`config.mk`:
```
export PLATFORM = sky130hd
export DESIGN_NAME = sd_sec_reader
export DESIGN_NICKNAME = d
export VERILOG_FILES = /design/src/rtl/sd_sec_reader.sv
export SDC_FILE = /design/constraint.sdc
export NUM_CORES = 1
export LEC_CHECK = 0
export ABC_CLOCK_PERIOD_IN_PS = 5500
export BUFFER_PORTS_ARGS = -buffer_cell sky130_fd_sc_hd__buf_4
export CORE_ASPECT_RATIO = 0.9
export CORE_MARGIN = 4
export CORE_UTILIZATION = 40
export DETAILED_ROUTE_END_ITERATION = 10
export GPL_ROUTABILITY_DRIVEN = 0
export GPL_TIMING_DRIVEN = 0
export MAX_ROUTING_LAYER = met4
export PLACE_DENSITY_LB_ADDON = 0.12
export SLEW_MARGIN = 20
export SYNTH_ARGS = -nofsm -noshare
export SYNTH_HDL_FRONTEND = slang
export SYNTH_SLANG_ARGS = --single-unit
```
`constraint.sdc`:
```
create_clock -name clk -period 5.5 [get_ports clk]
set_clock_uncertainty 0.1 [all_clocks]
set_input_delay 0.275 -clock clk [delete_from_list [all_inputs] [get_ports clk]]
set_output_delay 0.275 -clock clk [all_outputs]
set_load 0.01 [all_outputs]
```
`src/rtl/sd_sec_reader.sv`:
```
// rtl/sd_sec_reader.sv - SPI-mode SD single-block sector read engine
// Ports:
//   clk, rst                 : system clock, synchronous active-high reset
//   sd_init_done             : card initialised; requests accepted only while high
//   sd_sec_read, _addr       : request level (held until _end) and block address
//   sd_sec_read_data, _valid : received data byte and its one-cycle strobe
//   sd_sec_read_end, _err    : one-cycle completion strobe; _err marks a failure
//   SD_nCS/DCLK/MOSI/MISO    : SPI mode 0 card interface, MSB first
module sd_sec_reader #(
  parameter int CLK_DIV       = 4,
  parameter int R1_TIMEOUT    = 16,
  parameter int TOKEN_TIMEOUT = 4096
) (
  input  logic        clk,
  input  logic        rst,
  input  logic        sd_init_done,
  input  logic        sd_sec_read,
  input  logic [31:0] sd_sec_read_addr,
  output logic [7:0]  sd_sec_read_data,
  output logic        sd_sec_read_data_valid,
  output logic        sd_sec_read_end,
  output logic        sd_sec_read_err,
  output logic        SD_nCS,
  output logic        SD_DCLK,
  output logic        SD_MOSI,
  input  logic        SD_MISO
);

  localparam int DIV_W = (CLK_DIV > 1) ? $clog2(CLK_DIV) : 1;
  localparam logic [DIV_W-1:0] DIV_LAST = DIV_W'(CLK_DIV - 1);
  localparam logic [15:0] R1_LIM  = 16'(R1_TIMEOUT);
  localparam logic [15:0] TOK_LIM = 16'(TOKEN_TIMEOUT);

  typedef enum logic [3:0] {
    S_IDLE, S_CMD, S_R1, S_TOKEN, S_DATA, S_CRC, S_TAIL, S_DONE, S_HOLD
  } state_t;

  state_t state, state_nxt;

  logic [31:0] addr_q;
  logic [15:0] cnt, cnt_nxt;   // bytes finished in the current state
  logic        err_q, err_set;

  // byte engine
  logic             busy;
  logic [DIV_W-1:0] div_cnt;
  logic [3:0]       half_cnt;  // even: next tick is a rising edge, odd: falling
  logic [7:0]       tx_sr, rx_sr, tx_nxt;
  logic             tick, rise_tick, last_rise, byte_fin, start, run_nxt;

  assign tick      = busy && (div_cnt == DIV_LAST);
  assign rise_tick = tick && !half_cnt[0];
  assign last_rise = tick && (half_cnt == 4'd14);
  assign byte_fin  = tick && (half_cnt == 4'd15);

  // state register
  always_ff @(posedge clk) begin
    if (rst) begin
      state  <= S_IDLE;
      cnt    <= 16'd0;
      err_q  <= 1'b0;
      addr_q <= 32'd0;
    end else begin
      state <= state_nxt;
      cnt   <= cnt_nxt;
      if (state == S_IDLE && state_nxt == S_CMD) begin
        addr_q <= sd_sec_read_addr;
        err_q  <= 1'b0;
      end else if (err_set) begin
        err_q <= 1'b1;
      end
    end
  end

  // next state: byte-driven states only move when a byte has fully finished
  always_comb begin
    state_nxt = state;
    err_set   = 1'b0;
    case (state)
      S_IDLE:  if (sd_sec_read && sd_init_done) state_nxt = S_CMD;
      S_CMD:   if (byte_fin && cnt == 16'd5) state_nxt = S_R1;
      S_R1:
        if (byte_fin) begin
          if (rx_sr == 8'h00) begin
            state_nxt = S_TOKEN;
          end else if (rx_sr != 8'hFF || cnt >= R1_LIM) begin
            state_nxt = S_TAIL;
            err_set   = 1'b1;
          end
        end
      S_TOKEN:
        if (byte_fin) begin
          if (rx_sr == 8'hFE) begin
            state_nxt = S_DATA;
          end else if (rx_sr != 8'hFF || cnt >= TOK_LIM) begin
            state_nxt = S_TAIL;
            err_set   = 1'b1;
          end
        end
      S_DATA:  if (byte_fin && cnt == 16'd511) state_nxt = S_CRC;
      S_CRC:   if (byte_fin && cnt == 16'd1) state_nxt = S_TAIL;
      S_TAIL:  if (byte_fin) state_nxt = S_DONE;
      S_DONE:  state_nxt = S_HOLD;
      S_HOLD:  if (!sd_sec_read) state_nxt = S_IDLE;
      default: state_nxt = S_IDLE;
    endcase
    if (state != S_IDLE && !sd_init_done) state_nxt = S_IDLE;
  end

  // outputs decoded from state
  always_comb begin
    SD_nCS          = !(state inside {S_CMD, S_R1, S_TOKEN, S_DATA, S_CRC});
    sd_sec_read_end = (state == S_DONE);
    sd_sec_read_err = (state == S_DONE) && err_q;
  end

  // byte counter and the byte to transmit next
  always_comb begin
    if (state_nxt != state) cnt_nxt = 16'd0;
    else if (byte_fin)      cnt_nxt = cnt + 16'd1;
    else                    cnt_nxt = cnt;

    run_nxt = state_nxt inside {S_CMD, S_R1, S_TOKEN, S_DATA, S_CRC, S_TAIL};
    // a new byte begins on acceptance or directly on the last falling edge
    start   = run_nxt && (state == S_IDLE || byte_fin);

    tx_nxt = 8'hFF;
    if (state_nxt == S_CMD) begin
      case (cnt_nxt[2:0])
        3'd0:    tx_nxt = 8'h51;
        3'd1:    tx_nxt = addr_q[31:24];
        3'd2:    tx_nxt = addr_q[23:16];
        3'd3:    tx_nxt = addr_q[15:8];
        3'd4:    tx_nxt = addr_q[7:0];
        default: tx_nxt = 8'hFF;
      endcase
    end
  end

  // shared SPI byte engine: MOSI updates on falling edges, MISO sampled on rising
  always_ff @(posedge clk) begin
    if (rst || !run_nxt) begin
      busy     <= 1'b0;
      div_cnt  <= '0;
      half_cnt <= 4'd0;
      SD_DCLK  <= 1'b0;
      SD_MOSI  <= 1'b1;
      tx_sr    <= 8'hFF;
      rx_sr    <= 8'hFF;
    end else if (start) begin
      busy     <= 1'b1;
      div_cnt  <= '0;
      half_cnt <= 4'd0;
      SD_DCLK  <= 1'b0;
      SD_MOSI  <= tx_nxt[7];
      tx_sr    <= {tx_nxt[6:0], 1'b1};
    end else if (busy) begin
      if (tick) begin
        div_cnt  <= '0;
        half_cnt <= half_cnt + 4'd1;
        SD_DCLK  <= rise_tick;
        if (rise_tick) begin
          rx_sr <= {rx_sr[6:0], SD_MISO};
        end else begin
          SD_MOSI <= tx_sr[7];
          tx_sr   <= {tx_sr[6:0], 1'b1};
        end
      end else begin
        div_cnt <= div_cnt + 1'b1;
      end
    end
  end

  // data byte is complete at the 8th rising sample
  always_ff @(posedge clk) begin
    if (rst) begin
      sd_sec_read_data       <= 8'h00;
      sd_sec_read_data_valid <= 1'b0;
    end else begin
      sd_sec_read_data_valid <= last_rise && (state == S_DATA) && sd_init_done;
      if (last_rise && state == S_DATA) sd_sec_read_data <= {rx_sr[6:0], SD_MISO};
    end
  end

endmodule

```
==> results of run 1 <==
-- worst min path at each step --
stage	start	end	slack, ps
final	SD_MISO	sd_sec_read_data[0]	70
after global placement	addr_q[20]	addr_q[20]	350
after CTS	sd_sec_read_addr[31]	addr_q[31]	70
after floorplan	sd_sec_read_addr[0]	addr_q[0]	310
after detailed placement	addr_q[11]	addr_q[11]	350
after global routing	sd_sec_read_addr[25]	addr_q[25]	70
-- state kept, by name, summed over array words and instances (netlist names) --
name / count
addr_q: 32
err_q: 1
state: 4
SD_MOSI: 1
busy: 1
sd_sec_read_data: 8
half_cnt: 4
SD_DCLK: 1
rx_sr: 8
div_cnt: 2
cnt: 16
sd_sec_read_data_valid: 1
tx_sr: 7
-- power groups by stage --
stage	clock [uW]	combinational [uW]	sequential, uW
floorplan	0	86.5	657
global placement	0	129	660
detailed placement	0	131	660
CTS	687	132	646
global route	716	144	648
finish	675	131	646
-- kinds of logic after synthesis --
logic type                 share of synthesized area
and+or+nand+nor                                0.257
AOI/OAI and AO/OA                              0.193
DFF                                            0.393
buffers and inverters                         0.0641
xor gates and xnor gates                      0.0380
muxes                                         0.0343
adders and majority gates                     0.0197
-- through the flow --
stage | setup WS [ps] | utilization | hold WS [ps] | instances
after CTS | 2400 | 0.500 | 65.1 | 708
after global routing | 2170 | 0.500 | 70.1 | 708
after detailed placement | 2440 | 0.469 | 351 | 692
after floorplan | 2760 | - | 311 | 514
after global placement | 2500 | 0.469 | 346 | 692
final | 2320 | 0.500 | 71.8 | 708
-- metal layers --
layer | global-route usage | up-vias | wire length, um
met5 | - | - | 0
met4 | 0.0460 | 0 | 142
met3 | 0.0485 | 10 | 576
met2 | 0.287 | 93 | 5050
met1 | 0.250 | 1817 | 5520
li1 | - | 1945 | -
-- Yosys cell counts, types with 4 or more instances --
library cell / number
ha_1: 6
nand4_1: 7
nor4_1: 14
a21oi_1: 44
o21ai_0: 9
clkbuf_1: 15
xor2_1: 4
nand2_1: 88
inv_1: 19
mux2i_1: 15
dfxtp_1: 86
xnor2_1: 15
o41ai_1: 5
a221o_1: 13
buf_6: 7
nand3_1: 12
and3_1: 4
o211ai_1: 16
nor2_1: 45
nor2b_1: 5
nor3_1: 7
-- cell type report --
type                       count  share of cell area
buffer                        31              0.0399
clock buffer                   9              0.0430
clock inverter                 7              0.0201
inverter                      19              0.0136
multi-input combinational    378               0.453
sequential                    86               0.329
tap                          129              0.0308
timing repair buffer          49              0.0703
-- worst max-delay path, stage by stage (launching register included) --
cell,delay (ps)
dfxtp_1,360
ha_1,270
and4_4,250
buf_6,130
nand2_2,150
o21ai_0,380
nand4_2,220
a211o_2,400
o41ai_1,630
a221o_1,240
==> results by group, run 1 <==
STA
  – Actual slew at the worst max-slew pin: 1010 ps
  – TNS Setup: 0 ps
  – RSZ-0062 raised after global routing: no
  – Hold Vio Cnt, Final: 0
  – Final setup vio count: 0
  – Crit path time final: 3180 ps
  – Tcrit/Tclk final: 0.579
  – Slew Limit Fails: 0
  – Max Clk Rate: 314 MHz
  – Slew margin rel.: 0.321

Yosys
  – Synthesized cell area: 4380 um^2
  – Area contributors post-synth: dfxtp_1, nand2_1, a21oi_1
  – Synth Instances: 514
  – Sequential share of the synthesized area: 0.393
  – Total nets after synthesis: 557
  – Cell taking the most area after synthesis: dfxtp_1
  – Synth Warn #: 0
  – Post-synth top flop: dfxtp_1
  – Distinct cells, synth: 72
  – Yosys reg bits: 86
  – Yosys top cell area share: 0.393
  – Number of flops mapped to enable cells by yosys: 0
  – Mean Syn Cell Area: 8.51 um^2
  – Fraction of registers with async set/reset: 0

Clock network
  – Gates resized, CTS repair: 0
  – Hold buffers post-CTS: 0
  – Max clock buf depth: 2
  – CTS buffer count: 9
  – CTS sink cnt: 86
  – Post CTS Setup Buffer Count: 0
  – Root buf cell: clkbuf_16
  – Clock transition at path regs: 70 ps
  – CTS tree: done
  – Worst-skew pair later-pin latency: 350 ps
  – H-tree depth: 3

Drt
  – Via/cell ratio: 5.46
  – Drt wl/cell: 15.9 um
  – DRT Pass-1 Iters: 5
  – Routed WL: 11.3 mm
  – Via Count: 3865
  – # DRC: 0
  – Initial drt markers: 306
  – Antenna-violating nets left: 0

Run status
  – Status: finished, final reports clean

Global route
  – Largest net degree at the start of global routing: 17
  – Initial antenna violation count: 0
  – First-pass GRT wire length: 18.5 mm
  – Number of global-route vias before repair: 3699
  – GRT overflow: 0
  – Gr usage total: 0.188

Floorplanning
  – Num rows: 35
  – Chip height: 107 um
  – Die Width: 118 um
  – Total die area: 12700 um^2
  – Starting Density: 0.418
  – Core region area: 10500 um^2
  – Ports: 51

Setup path
  – R2R cell count: 9
  – Crit path capture: SD_MOSI
  – Reg2reg end: SD_MOSI
  – Crit path kind: reg2reg
  – CP startpoint kind: flip-flop
  – CP Launch Point: div_cnt[0]
  – Required time of the worst setup path: 5690 ps
  – Worst Path Max Fanout: 10
  – Worst reg-to-reg setup slack: 2320 ps
  – Crit. End Element: flip-flop
  – Worst path arrival time: 3380 ps
  – Worst reg2reg path startpoint: div_cnt[0]

Final layout
  – Layout cells sized above 1: 0.193
  – Most frequent cells in the layout: nand2_1, dfxtp_1, buf_4
  – Most common cell after layout, fill and taps aside: nand2_1
  – Nets: 617
  – Area delta synth->final: 19.6%
  – Final std cell area, no fill: 5240 um^2
  – # diodes: 0
  – Multi-input gate area: 2370 um^2
  – Reg area: 1720 um^2
  – Fill cells: 1036

Job
  – Max Cap Viol: 0

Power and ir drop
  – Clock Power Share: 0.465
  – Gate power share: 0.090
  – Sw frac: 0.242
  – Switching power: 352 uW
  – Pwr/cell area: 278 nW/um^2
  – Seq pwr share: 0.445
  – Tot Pwr: 1450 uW
  – Power Internal: 1100 uW
  – LEAKAGE: 0.00208 uW
  – VDD IR max: 0.181 mV

Place
  – Dpl cell area: 4900 um^2
  – PortBufs: 49
  – Detail Placement HPWL: 8.53 mm

Hold path
  – Worst hold path type: in2reg
  – WHS Path Cells: 3
(Power assumes the default switching activity.)
==> run 2: changes to the inputs <==
--- a/config.mk
+++ b/config.mk
@@ -5,7 +5,7 @@
 export SDC_FILE = /design/constraint.sdc
 export NUM_CORES = 1
 export LEC_CHECK = 0
-export ABC_CLOCK_PERIOD_IN_PS = 5500
+export ABC_CLOCK_PERIOD_IN_PS = 3310
 export BUFFER_PORTS_ARGS = -buffer_cell sky130_fd_sc_hd__buf_4
 export CORE_ASPECT_RATIO = 0.9
 export CORE_MARGIN = 4
==> constraint.sdc (replaced) <==
create_clock -name clk -period 3.31 [get_ports clk]
set_clock_uncertainty 0.1 [all_clocks]
set_input_delay 0.1655 -clock clk [delete_from_list [all_inputs] [get_ports clk]]
set_output_delay 0.1655 -clock clk [all_outputs]
set_load 0.01 [all_outputs]
==> run 2 against run 1 <==
Combinational power grew 90%. Clock power grew 66%. Register-to-register slack lost 2100 ps. Maximum frequency grew 3.4%. Via count grew 3.3%. Critical path depth grew 1. Power grew 68%. First-iteration DRC count grew 13%. Global-route usage grew 0.32 points. Critical path type unchanged. Largest cell class unchanged. Largest power group unchanged.
==> results by group, run 2 (synthesized netlist as in run 1, its figures left out) <==
Floorplanning
  – Core region area: 10500 um^2 (unchanged)
  – Ports: 51 (unchanged)
  – Starting Density: 0.418 (unchanged)
  – Die Width: 118 um (unchanged)
  – Total die area: 12700 um^2 (unchanged)
  – Num rows: 35 (unchanged)
  – Chip height: 107 um (unchanged)

Hold path
  – Worst hold path type: in2reg (unchanged)

Setup path
  – Worst path arrival time: 3280 ps (was 3380 ps)
  – Worst Path Max Fanout: 8 (was 10)
  – CP startpoint kind: flip-flop (unchanged)
  – Crit path kind: reg2reg (unchanged)
  – Required time of the worst setup path: 3510 ps (was 5690 ps)
  – Crit. End Element: flip-flop (unchanged)

Place
  – PortBufs: 49 (unchanged)
  – Place WS: 255 ps (was 2440 ps)
  – Detail Placement HPWL: 8.53 mm (unchanged)

STA
  – Final setup margin: 232 ps (was 2320 ps)
  – Tcrit/Tclk final: 0.930 (was 0.579)
  – RSZ-0062 raised after global routing: no (unchanged)
  – Crit path time final: 3080 ps (was 3180 ps)
  – Slew margin rel.: 0.319 (was 0.321)
  – Final setup vio count: 0 (unchanged)
  – Slew Limit Fails: 0 (unchanged)
  – Actual slew at the worst max-slew pin: 1010 ps (about the same)
  – Hold Vio Cnt, Final: 0 (unchanged)
  – TNS Setup: 0 ps (unchanged)
  – Max Clk Rate: 325 MHz (was 314 MHz)

Drt
  – Routed WL: 11.5 mm (was 11.3 mm)
  – Antenna-violating nets left: 0 (unchanged)
  – # DRC: 0 (unchanged)
  – DRT Pass-1 Iters: 4 (was 5)
  – Via Count: 3992 (was 3865)
  – Initial drt markers: 345 (was 306)
  – Drt wl/cell: 15.5 um (was 15.9 um)
  – Via/cell ratio: 5.39 (was 5.46)

Global route
  – GRT overflow: 0 (unchanged)
  – Gr usage total: 0.191 (was 0.188)
  – Number of global-route vias before repair: 3795 (was 3699)
  – Initial antenna violation count: 0 (unchanged)
  – First-pass GRT wire length: 18.9 mm (was 18.5 mm)
  – Largest net degree at the start of global routing: 17 (unchanged)

Clock network
  – CTS buffer count: 9 (unchanged)
  – CTS sink cnt: 86 (unchanged)
  – Post CTS Setup Buffer Count: 0 (unchanged)
  – Clock transition at path regs: 70 ps (about the same)
  – Root buf cell: clkbuf_16 (unchanged)
  – CTS tree: done (unchanged)
  – H-tree depth: 3 (unchanged)
  – Worst-skew pair later-pin latency: 350 ps (about the same)
  – Max clock buf depth: 2 (unchanged)

Power and ir drop
  – LEAKAGE: 0.00222 uW (was 0.00208 uW)
  – VDD IR max: 0.303 mV (was 0.181 mV)
  – Pwr/cell area: 439 nW/um^2 (was 278 nW/um^2)
  – Tot Pwr: 2450 uW (was 1450 uW)

Final layout
  – Nets: 650 (was 617)
  – Most frequent cells in the layout: nand2_1, dfxtp_1, buf_4 (unchanged)
  – # diodes: 0 (unchanged)
  – Max reg flops: 32 (unchanged)
  – Layout cells sized above 1: 0.183 (was 0.193)
  – Area delta synth->final: 27.2% (was 19.6%)
  – Reg with most FFs: addr_q (unchanged)
  – Most common cell after layout, fill and taps aside: nand2_1 (unchanged)
  – Biggest regs: addr_q x32, cnt x16 (unchanged)

Job
  – Max Cap Viol: 0 (unchanged)

Run status
  – Status: finished, final reports clean (unchanged)
==> run 2: changes by cell type in the layout (fill, tap and decap cells not counted), sizes merged <==
cell,previous run,this run
dlygate4sd3,0,33
==> run 2: power breakdown <==
| part | switching (uW) | total, uW | leakage, uW | internal [uW] |
|---|---|---|---|---|
| registers | 15.6 | 1070 | 0.000697 | 1060 |
| clock network | 449 | 1120 | 0.000159 | 673 |
| logic | 127 | 249 | 0.00136 | 122 |
==> run 2: stage by stage <==
stage / utilization / cell area, um^2 / cells / hold WS, ps
3_5_place_dp: 0.469 / 4900 / 692 / 323
5_1_grt: 0.532 / 5570 / 741 / 27.8
2_1_floorplan: - / 4380 / 514 / 201
6_report: 0.532 / 5570 / 741 / 25.6
4_1_cts: 0.532 / 5570 / 741 / 18.2
3_3_place_gp: 0.469 / 4900 / 692 / 311
==> run 2: path summary, 6_finish.rpt <==
kind / startpoint / end / slack [ps] / depth (start not counted)
max: div_cnt[0] / SD_MOSI / 230 / 10
max reg2reg: div_cnt[0] / SD_MOSI / 230 / 10
min: sd_sec_read_addr[6] / addr_q[6] / 30 / 3
min reg2reg: addr_q[8] / addr_q[8] / 360 / 2
==> run 2: final cells by class <==
type	instances	area [um^2]
clock buffer	9	225
buffer	31	209
fill	986	4900
clock inverter	7	105
sequential	86	1720
inverter	19	71.3
tap	129	161
multi-input combinational	378	2370
timing repair buffer	82	698
==> run 2: what timing repair did <==
| action | 4_1_cts | 5_1_grt |
|---|---|---|
| hold endpoints to repair | 36 | 0 |
| endpoints found under the setup margin | 0 | 3 |
| hold buffers | 33 | 0 |
| gates resized for setup | 0 | 1 |
==> run 2: worst max-delay path: stages, from the launching register on <==
cell,delay (ps)
dfxtp_1,330
ha_1,270
and4_4,220
buf_6,130
and2_1,150
clkbuf_4,160
a41oi_1,250
nand4_2,210
a211o_2,390
o41ai_1,590
a221o_1,230
==> run 2: per-layer routing <==
metal | vias up | track usage | part of all wire
li1 | 2015 | - | -
met1 | 1867 | 0.249 | 0.48
met2 | 91 | 0.299 | 0.45
met3 | 19 | 0.0485 | 0.049
met4 | 0 | 0.0460 | 0.015
met5 | - | - | 0
==> run 3: changes to the inputs <==
--- a/config.mk
+++ b/config.mk
@@ -5,7 +5,7 @@
 export SDC_FILE = /design/constraint.sdc
 export NUM_CORES = 1
 export LEC_CHECK = 0
-export ABC_CLOCK_PERIOD_IN_PS = 3310
+export ABC_CLOCK_PERIOD_IN_PS = 2800
 export BUFFER_PORTS_ARGS = -buffer_cell sky130_fd_sc_hd__buf_4
 export CORE_ASPECT_RATIO = 0.9
 export CORE_MARGIN = 4
@@ -13,7 +13,6 @@
 export DETAILED_ROUTE_END_ITERATION = 10
 export GPL_ROUTABILITY_DRIVEN = 0
 export GPL_TIMING_DRIVEN = 0
-export MAX_ROUTING_LAYER = met4
 export PLACE_DENSITY_LB_ADDON = 0.12
 export SLEW_MARGIN = 20
 export SYNTH_ARGS = -nofsm -noshare
==> constraint.sdc (replaced) <==
create_clock -name clk -period 2.8 [get_ports clk]
set_clock_uncertainty 0.1 [all_clocks]
set_input_delay 0.14 -clock clk [delete_from_list [all_inputs] [get_ports clk]]
set_output_delay 0.14 -clock clk [all_outputs]
set_load 0.01 [all_outputs]
==> run 3 against run 2 <==
Critical endpoint is now tx_sr[7]. Critical path type unchanged. Power increased by 21%. Critical path depth is 1 higher. Sequential power grew 19%. The flow now finishes with violations (setup timing).
==> results by group, run 3 (synthesized netlist as in run 1, its figures left out) <==
Power and ir drop
  – VDD IR max: 0.363 mV (was 0.303 mV)
  – LEAKAGE: 0.00240 uW (was 0.00222 uW)
  – Pwr/cell area: 491 nW/um^2 (was 439 nW/um^2)

STA
  – Tcrit/Tclk final: 1.02 (was 0.930)
  – RSZ-0062 raised after global routing: yes (was no)
  – Slew Limit Fails: 0 (unchanged)
  – Slew margin rel.: 0.406 (was 0.319)
  – Hold Vio Cnt, Final: 0 (unchanged)
  – Actual slew at the worst max-slew pin: 888 ps (was 1010 ps)
  – Final setup margin: -68.5 ps (was 232 ps)
  – Max Clk Rate: 349 MHz (was 325 MHz)
  – TNS Setup: -640 ps (was 0 ps)
  – Final setup vio count: 20 (was 0)
  – Crit path time final: 2870 ps (was 3080 ps)

Final layout
  – Max reg flops: 32 (unchanged)
  – Area delta synth->final: 37.8% (was 27.2%)
  – # diodes: 0 (unchanged)
  – Finished Layout Cells: 762 (was 741)
  – Most common cell after layout, fill and taps aside: nand2_1 (unchanged)
  – Reg with most FFs: addr_q (unchanged)
  – Biggest regs: addr_q x32, cnt x16 (unchanged)
  – Most frequent cells in the layout: nand2_1, dfxtp_1, buf_4 (unchanged)
  – Nets: 671 (was 650)
  – Layout cells sized above 1: 0.256 (was 0.183)
  – Final std cell area, no fill: 6030 um^2 (was 5570 um^2)
  – Fin util: 0.576 (was 0.532)

Place
  – PortBufs: 49 (unchanged)
  – Placed cells: 692 (unchanged)
  – Detail Placement HPWL: 8.53 mm (unchanged)
  – Dpl cell area: 4900 um^2 (unchanged)

Setup path
  – Required time of the worst setup path: 2930 ps (was 3510 ps)
  – Crit path kind: reg2reg (unchanged)
  – Worst path arrival time: 3000 ps (was 3280 ps)
  – Crit. End Element: flip-flop (unchanged)
  – CP startpoint kind: flip-flop (unchanged)
  – Worst Path Max Fanout: 5 (was 8)

Global route
  – GRT overflow: 0 (unchanged)
  – Number of global-route vias before repair: 3968 (was 3795)
  – First-pass GRT wire length: 19.6 mm (was 18.9 mm)
  – Initial antenna violation count: 0 (unchanged)
  – Gr usage total: 0.194 (was 0.191)
  – Largest net degree at the start of global routing: 17 (unchanged)

Run status
  – Status: finished with violations (was finished, final reports clean)
  – Failing checks: setup timing

Drt
  – # DRC: 0 (unchanged)
  – Via/cell ratio: 5.42 (was 5.39)
  – Antenna-violating nets left: 0 (unchanged)
  – Routed WL: 12.2 mm (was 11.5 mm)
  – Initial drt markers: 285 (was 345)
  – DRT Pass-1 Iters: 5 (was 4)
  – Drt wl/cell: 16.0 um (was 15.5 um)
  – Via Count: 4130 (was 3992)

Floorplanning
  – Num rows: 35 (unchanged)
  – Starting Density: 0.418 (unchanged)
  – Ports: 51 (unchanged)
  – Core region area: 10500 um^2 (unchanged)
  – Chip height: 107 um (unchanged)
  – Die Width: 118 um (unchanged)
  – Total die area: 12700 um^2 (unchanged)

Clock network
  – Max clock buf depth: 2 (unchanged)
  – H-tree depth: 3 (unchanged)
  – CTS sink cnt: 86 (unchanged)
  – Root buf cell: clkbuf_16 (unchanged)
  – Clock transition at path regs: 70 ps (about the same)
  – CTS buffer count: 9 (unchanged)
  – Worst-skew pair later-pin latency: 350 ps (about the same)
  – CTS tree: done (unchanged)

Job
  – Max Cap Viol: 0 (unchanged)

Hold path
  – Worst hold path type: in2reg (unchanged)
## run 3: cell types whose count changed in the layout (fill, tap and decap cells not counted), sizes merged
cell | previous run | this run
buf | 63 | 84
clkbuf | 26 | 25
dlygate4sd3 | 33 | 34
## run 3: final timing paths
check,cells after the start,slack (ps),end,start
setup / recovery,11,-70,tx_sr[7],cnt[15]
hold / removal,3,60,sd_sec_read_data_valid,sd_init_done
setup reg to reg,11,-70,tx_sr[7],cnt[15]
hold reg to reg,2,360,addr_q[20],addr_q[20]
## run 3: layout make-up
class	instances	area, um^2
clock inverters	7	105
flip-flops and latches	86	1730
plain buffers	29	225
clock buffers	9	225
multi-input cells	378	2580
inverters	19	71.3
fillers	935	4440
repair buffers	105	927
well taps	129	161
## run 3: metrics by stage
step | hold WS [ps] | setup WS [ps] | total power [uW]
after floorplan | 176 | 55.0 | 1460
after global placement | 286 | -202 | 1550
after detailed placement | 297 | -255 | 1550
after CTS | 50.3 | -64.0 | 2960
after global routing | 77.7 | -155 | 3060
final | 55.6 | -68.5 | 2960
## run 3: what timing repair did
item                                    in CTS  in global routing
setup buffers                               15                  6
hold endpoints to repair                    37                  0
cloned                                       0                  1
resized for setup                           40                 18
hold buffers                                34                  0
endpoints found under the setup margin      40                 36
pin swaps                                   17                  8
## run 3: layer usage
layer  global-route usage  up-vias  routed length [um]
met5                    0        -                   0
met4               0.0619        0                 172
met3               0.0443       15                 631
met2                0.319      109                5720
met1                0.252     1942                5660
li1                     -     2064                   -
## run 3: where the power goes
group          internal [uW]  switching, uW  leakage [uW]  total (uW)
clock                    796            529      0.000159        1320
sequential              1250           18.3      0.000701        1270
combinational            190            174       0.00154         364
total                   2240            721       0.00240        2960
## run 3: critical path, stage by stage, from the launching register on
cell	delay (ps)
dfxtp_2	320
or4_4	600
and2b_2	250
a41oi_2	120
nand4_2	160
buf_4	140
o31ai_4	80
buf_6	130
or3_4	320
buf_6	140
clkbuf_16	150
a221o_1	250
